**src/rtl/parser_rule_loader.sv**
```systemverilog
// parser_rule_loader
// Turns host rule read/write commands into single-cycle strobes on the parser
// rule bus and returns exactly one response per command. Reads wait for
// i_rule_rdata_valid with a bounded timeout; timeouts are counted.
//
// Ports
//   i_clk, i_rst          clock, synchronous active-high reset
//   i_cmd_*/o_cmd_ready   command stream (write flag, 32b address, 32b data)
//   o_resp_*/i_resp_ready response stream (32b data, 2b status)
//   o_rule_wren/rden      one-cycle strobes to the parser
//   o_rule_addr/wdata     registered rule bus address/data, held between strobes
//   i_rule_rdata_valid/i_rule_rdata  read return from the parser
//   o_busy                not idle
//   o_err_cnt             saturating count of read timeouts
//
// state   | meaning
// --------+---------------------------------------------------
// IDLE    | ready for a command
// WSTROBE | write strobe on the rule bus
// RSTROBE | read strobe on the rule bus, arm the timeout
// RWAIT   | waiting for read data or timeout
// RESP    | response presented, waiting for host handshake

module parser_rule_loader #(
  parameter int TIMEOUT_CYCLES = 255,
  parameter int ERR_CNT_WIDTH  = 16
) (
  input  logic                     i_clk,
  input  logic                     i_rst,
  input  logic                     i_cmd_valid,
  output logic                     o_cmd_ready,
  input  logic                     i_cmd_write,
  input  logic [31:0]              i_cmd_addr,
  input  logic [31:0]              i_cmd_wdata,
  output logic                     o_resp_valid,
  input  logic                     i_resp_ready,
  output logic [31:0]              o_resp_data,
  output logic [1:0]               o_resp_status,
  output logic                     o_rule_wren,
  output logic                     o_rule_rden,
  output logic [31:0]              o_rule_addr,
  output logic [31:0]              o_rule_wdata,
  input  logic                     i_rule_rdata_valid,
  input  logic [31:0]              i_rule_rdata,
  output logic                     o_busy,
  output logic [ERR_CNT_WIDTH-1:0] o_err_cnt
);

  localparam logic [1:0] ST_WR_DONE = 2'b00;
  localparam logic [1:0] ST_RD_OK   = 2'b01;
  localparam logic [1:0] ST_RD_TO   = 2'b10;

  typedef enum logic [2:0] {
    IDLE    = 3'd0,
    WSTROBE = 3'd1,
    RSTROBE = 3'd2,
    RWAIT   = 3'd3,
    RESP    = 3'd4
  } state_t;

  state_t                   state, state_nxt;
  logic [15:0]              wt_cnt, wt_cnt_nxt;
  logic [31:0]              resp_data_nxt;
  logic [1:0]               resp_status_nxt;
  logic [31:0]              rule_addr_nxt;
  logic [31:0]              rule_wdata_nxt;
  logic [ERR_CNT_WIDTH-1:0] err_cnt_nxt;

  always_comb begin
    state_nxt       = state;
    wt_cnt_nxt      = wt_cnt;
    resp_data_nxt   = o_resp_data;
    resp_status_nxt = o_resp_status;
    rule_addr_nxt   = o_rule_addr;
    rule_wdata_nxt  = o_rule_wdata;
    err_cnt_nxt     = o_err_cnt;
    case (state)
      IDLE: begin
        if (i_cmd_valid && o_cmd_ready) begin
          rule_addr_nxt = i_cmd_addr;
          if (i_cmd_write) begin
            rule_wdata_nxt = i_cmd_wdata;
            state_nxt      = WSTROBE;
          end else begin
            state_nxt = RSTROBE;
          end
        end
      end
      WSTROBE: begin
        // o_rule_wdata already holds the captured write data
        resp_data_nxt   = o_rule_wdata;
        resp_status_nxt = ST_WR_DONE;
        state_nxt       = RESP;
      end
      RSTROBE: begin
        // down-counter: terminal count 1 marks the last RWAIT cycle
        wt_cnt_nxt = 16'(TIMEOUT_CYCLES);
        state_nxt  = RWAIT;
      end
      RWAIT: begin
        if (i_rule_rdata_valid) begin
          // data wins even on the terminal-count cycle
          resp_data_nxt   = i_rule_rdata;
          resp_status_nxt = ST_RD_OK;
          state_nxt       = RESP;
        end else if (wt_cnt == 16'd1) begin
          resp_data_nxt   = 32'd0;
          resp_status_nxt = ST_RD_TO;
          if (!(&o_err_cnt)) begin
            err_cnt_nxt = o_err_cnt + ERR_CNT_WIDTH'(1);
          end
          state_nxt = RESP;
        end else begin
          wt_cnt_nxt = wt_cnt - 16'd1;
        end
      end
      RESP: begin
        if (i_resp_ready) begin
          state_nxt = IDLE;
        end
      end
      default: state_nxt = IDLE;
    endcase
  end

  // Outputs are registered from the next-state decode so each strobe/flag
  // lines up with the state it belongs to without any input-to-output path.
  always_ff @(posedge i_clk) begin
    if (i_rst) begin
      state         <= IDLE;
      wt_cnt        <= 16'd0;
      o_cmd_ready   <= 1'b0;
      o_resp_valid  <= 1'b0;
      o_rule_wren   <= 1'b0;
      o_rule_rden   <= 1'b0;
      o_busy        <= 1'b0;
      o_rule_addr   <= 32'd0;
      o_rule_wdata  <= 32'd0;
      o_resp_data   <= 32'd0;
      o_resp_status <= 2'b00;
      o_err_cnt     <= '0;
    end else begin
      state         <= state_nxt;
      wt_cnt        <= wt_cnt_nxt;
      o_cmd_ready   <= (state_nxt == IDLE);
      o_resp_valid  <= (state_nxt == RESP);
      o_rule_wren   <= (state_nxt == WSTROBE);
      o_rule_rden   <= (state_nxt == RSTROBE);
      o_busy        <= (state_nxt != IDLE);
      o_rule_addr   <= rule_addr_nxt;
      o_rule_wdata  <= rule_wdata_nxt;
      o_resp_data   <= resp_data_nxt;
      o_resp_status <= resp_status_nxt;
      o_err_cnt     <= err_cnt_nxt;
    end
  end

endmodule

```
**config.mk**
```make
export PLATFORM = sky130hd
export DESIGN_NAME = parser_rule_loader
export DESIGN_NICKNAME = d
export VERILOG_FILES = /design/src/rtl/parser_rule_loader.sv
export SDC_FILE = /design/constraint.sdc
export NUM_CORES = 1
export LEC_CHECK = 0
export ABC_AREA = 0
export CAP_MARGIN = 15
export CELL_PAD_IN_SITES_DETAIL_PLACEMENT = 1
export CELL_PAD_IN_SITES_GLOBAL_PLACEMENT = 1
export CORE_MARGIN = 2
export CORE_UTILIZATION = 35
export CTS_BUF_LIST = sky130_fd_sc_hd__clkbuf_8
export DETAILED_ROUTE_END_ITERATION = 8
export HOLD_SLACK_MARGIN = 0.1
export PLACE_DENSITY_LB_ADDON = 0.1
export SLEW_MARGIN = 25
export SYNTH_ARGS = -nofsm -noshare
export SYNTH_HDL_FRONTEND = slang
export SYNTH_SLANG_ARGS = --single-unit
```
**constraint.sdc**
```tcl
create_clock -name i_clk -period 3.7 [get_ports i_clk]
set_input_delay 0.74 -clock i_clk [delete_from_list [all_inputs] [get_ports i_clk]]
set_output_delay 0.74 -clock i_clk [all_outputs]
set_load 0.05 [all_outputs]
```
## Word level (Yosys, flattened, before mapping)

Cells that the tools add are included.

| cells by class | value |
|---|---|
| $add $sub $neg | 2 |
| equal/unequal tests | 11 |
| mux-type cells | 15 |
| bitwise logic cells | 2 |
| reduce and logical (&&, ||, !) cells | 12 |

Operators by type and width:

| operator | count |
|---|---|
| 32-bit two-way mux | 2 |
| 32-bit one-hot mux with 2 select lines | 1 |
| 16-bit two-way mux | 2 |
| 16-bit one-hot mux with 2 select lines | 1 |
| 16-bit by 1-bit adder with 16-bit output (second input constant) | 1 |
| 16-bit by 1-bit == test with 1-bit output (second input constant) | 1 |
| 16-bit AND reduction | 1 |
| 16-bit by 1-bit subtractor with 16-bit output (second input constant) | 1 |
| 3-bit one-hot mux with 5 select lines | 1 |
| 3-bit two-way mux | 4 |
| 3-bit by 2-bit == test with 1-bit output (second input constant) | 3 |
| 3-bit by 1-bit == test with 1-bit output (second input constant) | 2 |
| 3-bit == test (second input constant) | 2 |
| 3-bit logical NOT | 2 |
| 2-bit two-way mux | 3 |
| 3-bit AND reduction | 2 |
| 2-bit != test (second input constant) | 2 |
| 2-bit one-hot mux with 2 select lines | 1 |
| 2-bit AND reduction | 2 |
| 4-bit AND reduction | 1 |
| 2-bit nonzero test | 2 |
| 3-bit != test (second input constant) | 1 |
| 3-bit nonzero test | 1 |
| 1-bit inverter | 2 |
| 1-bit logical AND | 1 |

| word-level totals | value |
|---|---|
| flip-flop bits (word level) | 138 |
| bits of input ports | 102 |
| output and inout bits | 119 |

## Depth between registers and ports, before layout

| logic depth | value |
|---|---|
| depth after elaboration | 5 |
| depth in mapped cells | 11 |
| depth with buffers taken out | 7 |

## Worst setup path after synthesis

No wires, ideal clock.

| path | value |
|---|---|
| path type | input-to-reg |
| from | in i_rule_rdata_valid |
| to | reg o_err_cnt[11] |
| library setup time | 121 ps |
| data arrival time | 2473 ps |
| data required time | 3579 ps |
| path slack | 1106 ps |
| cell stages on the path | 6 |
| path through | nand4bb_1 or3_1 buf_6 or4_4 nor3_1 mux2_2 |

| on the way | value |
|---|---|
| word-level cells in the longest chain between the ends | 2 |

Ends and longest elaborated chain:

| what | line | text |
|---|---|---|
| start, declared | 43 | `input logic i_rule_rdata_valid,` |
| 1-bit inverter (no line) | n/a |  |
| 4-bit AND reduction (no line) | n/a |  |
| end signal, assigned | 154 | `o_err_cnt <= err_cnt_nxt;` |
| end, declared | 46 | `output logic [ERR_CNT_WIDTH-1:0] o_err_cnt` |

No other way between the ends.
A chain may end at the register's enable or synchronous reset.

## Worst setup path in the final report

Same ends and word-level chain as after synthesis.

==> summary.txt <==
Clocking
  • CTS Buf Count: 17
  • Clk_lat worst skew: roughly 0.45 ns
  • Post-cts gate resize count: 0
  • Clk buf depth: 2
  • Hold-fix buffers at CTS: 0
  • CTS tree: done
  • Post-CTS Setup Inserts: 0
  • Clock root buffer: clkbuf_8
  • CTS Sinks: between 100 and 150
  • Clock-pin transition on the worst setup and hold timing paths: around 0.07 ns
  • H-Tree Level Count: 4

Worst setup path
  • CP max stage delay: 0.60 ns
  • Crit-path cells: clkdlybuf4s50_1 -> nand4bb_1 -> or3_1 -> or4_4 -> nor3_1 -> mux2_2
  • CP Buf/Inv Count: 1
  • Worst EP arrival: around 3.3 ns
  • Critical Path Stages: 6
  • CP delay by family, top: simple AND/OR/NAND/NOR gates
  • Crit path max fanout: 10
  • R2R cell count: 5
  • Register-to-register setup slack: around 0.89 ns
  • Worst EP required: around 4.0 ns
  • Crit Reg-Reg Endpoint: o_err_cnt[11]
  • CP max stage cell: or4_4
  • CP Class: input port to register
  • Critical path launch point type: input port
  • Nature of the critical path endpoint: register
  • R2r startpoint: state[1]

Run
  • Max-cap violations: 0

Final layout
  • Share of cells above drive strength 1: 0.0546
  • Total Nets Final: a little over 1000
  • Post-route cell area: between 0.008 and 0.009 mm^2
  • N_diodes: 0
  • Area delta synth->final: 48.3%
  • Fillers: ~1900
  • Commonest non-fill, non-tap cell in the layout: clkdlybuf4s50_1
  • Most frequent cells in the layout: 219 x clkdlybuf4s50_1, 153 x a21oi_1, 143 x nand2_1, 138 x dfxtp_1, 37 x nor2b_1

Synth
  • Number of enable flip-flop cells after synthesis: 0
  • Syn. warnings: 0
  • Mapped Nets: 810
  • Fraction of registers with async set/reset: 0
  • Netlist cell types: 39
  • Register area share after synthesis: 0.485
  • Synthesized flop and latch total: 138
  • Syn Std Cell Area: around 0.0057 mm^2
  • Syn Inst Count: approximately 700
  • Syn Area/Cell: 8.08 um^2
  • Synth Flop Type: dfxtp_1

Timing
  • Max Fclk: about 0.34 GHz
  • Pins over their slew limit: 0
  • Worst-margin pin slew: 0.700 ns
  • Worst clock skew: between 0.01 and 0.015 ns
  • Final Hold Viols: 0
  • Final period utilization: 0.786
  • PnR worst setup slack: 0.793 ns
  • Worst slew margin: 0.527
  • Final setup TNS: 0 ns
  • Crit path time final: 2.91 ns
  • RSZ-0062 raised after global routing: no
  • Endpoints failing setup: 0

GRT
  • M3 GR Usage: 0.0829
  • Total gr overflow: 0
  • Largest net degree at the start of global routing: 63
  • Antenna violations before repair: 0
  • Met2 demand-to-capacity share in global routing: 0.410
  • First-pass GRT wire length: 31.8 mm
  • All-layer global routing usage: 0.229
  • Grt met1 use: 0.255
  • Vias in the first global route: 6028
  • Most used routing layer: met2

Route
  • Antenna Nets Post-Route: 0
  • Vias/cell: between 5 and 6
  • Vias post-DR: roughly 6000
  • Initial DRC count: between 200 and 250
  • Drt first pass iters: 4
  • # DRC: 0
  • Final WL: roughly 20 mm
  • Wire per inst: ~17 um

Place
  • Post-DP HPWL: about 14 mm
  • Final GP Congestion: approximately 0.80
  • Port bufs: 220
  • Placed Instance Area: about 0.0081 mm^2
  • Setup slack at placement: around 0.34 ns

Power and ir drop
  • P per Cell Area: approximately 430 mW/mm^2
  • P_leak: 2.89 nW
  • Peak VDD IR: 0.249 mV

Die
  • Die W: roughly 130 um
  • Chip Height: 132 um
  • Core Rows: 46
  • Die area: approximately 0.017 mm^2
  • Initial Utilization: 0.359
  • Core Area: ~0.016 mm^2
  • Ports: ~220

Min path
  • Hold path cells: 2
  • Hold Crit Start: o_rule_addr[16]
  • HP Class: register to register
  • Hold endpoint: o_rule_addr[16]

Outcome
  • Status: complete, no violations
==> worst reg2reg max path, cell delays in order (launching register included) <==
cell and delay, ns:
dfxtp_1 0.69, nand4bb_1 0.29, or3_1 0.54, or4_4 0.60, nor3_1 0.23, mux2_2 0.36
==> cells in the mapped netlist, types with 3 or more instances <==
library cell | n | area, um^2
nor3_1 | 15 | 75.1
xor2_1 | 5 | 43.8
nand4_1 | 9 | 56.3
dfxtp_1 | 138 | 2760
a21oi_1 | 153 | 766
nand2b_1 | 3 | 18.8
nand2_1 | 143 | 537
nor2b_1 | 38 | 238
or4_1 | 4 | 30.0
nand3_1 | 8 | 40.0
ha_1 | 3 | 37.5
inv_1 | 5 | 18.8
or3_1 | 6 | 37.5
and2_1 | 4 | 25.0
a211oi_1 | 35 | 263
o21ai_0 | 4 | 20.0
clkbuf_1 | 53 | 199
o31ai_1 | 3 | 22.5
xnor2_1 | 12 | 105
nor4_1 | 9 | 56.3
nor2_1 | 27 | 101
and4_1 | 3 | 26.3
==> routing by layer <==
metal,share of wire,vias to the layer above
met5,0,-
met2,0.51,139
li1,-,2826
met3,0.065,23
met4,0.014,0
met1,0.41,2840
==> per-stage QoR <==
stage	utilization	total power, mW	hold WS (ns)	std cells
finish	0.532	3.61	0.457	1132
global route	0.532	3.78	0.479	1132
detailed placement	0.508	2.44	0.448	1100
global placement	0.508	2.42	0.442	1100
floorplan	-	2.11	0.477	705
CTS	0.532	3.66	0.458	1132
==> power breakdown <==
| group | internal (mW) | leakage [nW] | switching [mW] | total [mW] |
|---|---|---|---|---|
| Clock | 0.636 | 0.213 | 0.568 | 1.20 |
| Combinational | 0.300 | 1.55 | 0.491 | 0.791 |
| Sequential | 1.56 | 1.12 | 0.0526 | 1.61 |
| Total | 2.50 | 2.89 | 1.11 | 3.61 |
==> layout make-up <==
type | count | area, um^2 | share of cell area
clock buffers | 20 | 275 | 0.0326
inverters | 5 | 18.8 | 0.00222
repair buffers | 235 | 2310 | 0.273
multi-input cells | 506 | 2710 | 0.320
clock inverters | 12 | 108 | 0.0127
flip-flops and latches | 138 | 2760 | 0.327
well taps | 216 | 270 | 0.0320
==> logic make-up after synthesis <==
group           after synthesis  share of synthesized area
flops                       138                      0.485
mux                           4                    0.00746
fa+ha+maj                     3                    0.00659
xor+xnor                     17                     0.0261
compound gates              202                      0.198
buf+inv                      61                     0.0415
simple gates                280                      0.236
==> how the worst max path moves through the flow <==
stage / start / endpoint
6_report: i_rule_rdata_valid / o_err_cnt[11]
4_1_cts: i_rule_rdata_valid / o_err_cnt[11]
3_5_place_dp: i_rule_rdata_valid / o_err_cnt[11]
5_1_grt: i_rule_rdata_valid / o_err_cnt[11]
2_1_floorplan: i_rule_rdata_valid / o_err_cnt[11]
3_3_place_gp: i_rule_rdata_valid / o_err_cnt[11]
==> flip-flops by register name, summed over array words and instances (netlist names) <==
name	flops
o_cmd_ready	1
o_err_cnt	16
o_rule_wdata	32
o_resp_valid	1
o_rule_wren	1
o_resp_status	2
o_rule_addr	32
state	3
wt_cnt	16
o_resp_data	32
o_rule_rden	1
o_busy	1
No activity file was read; power rests on OpenSTA's default activity.
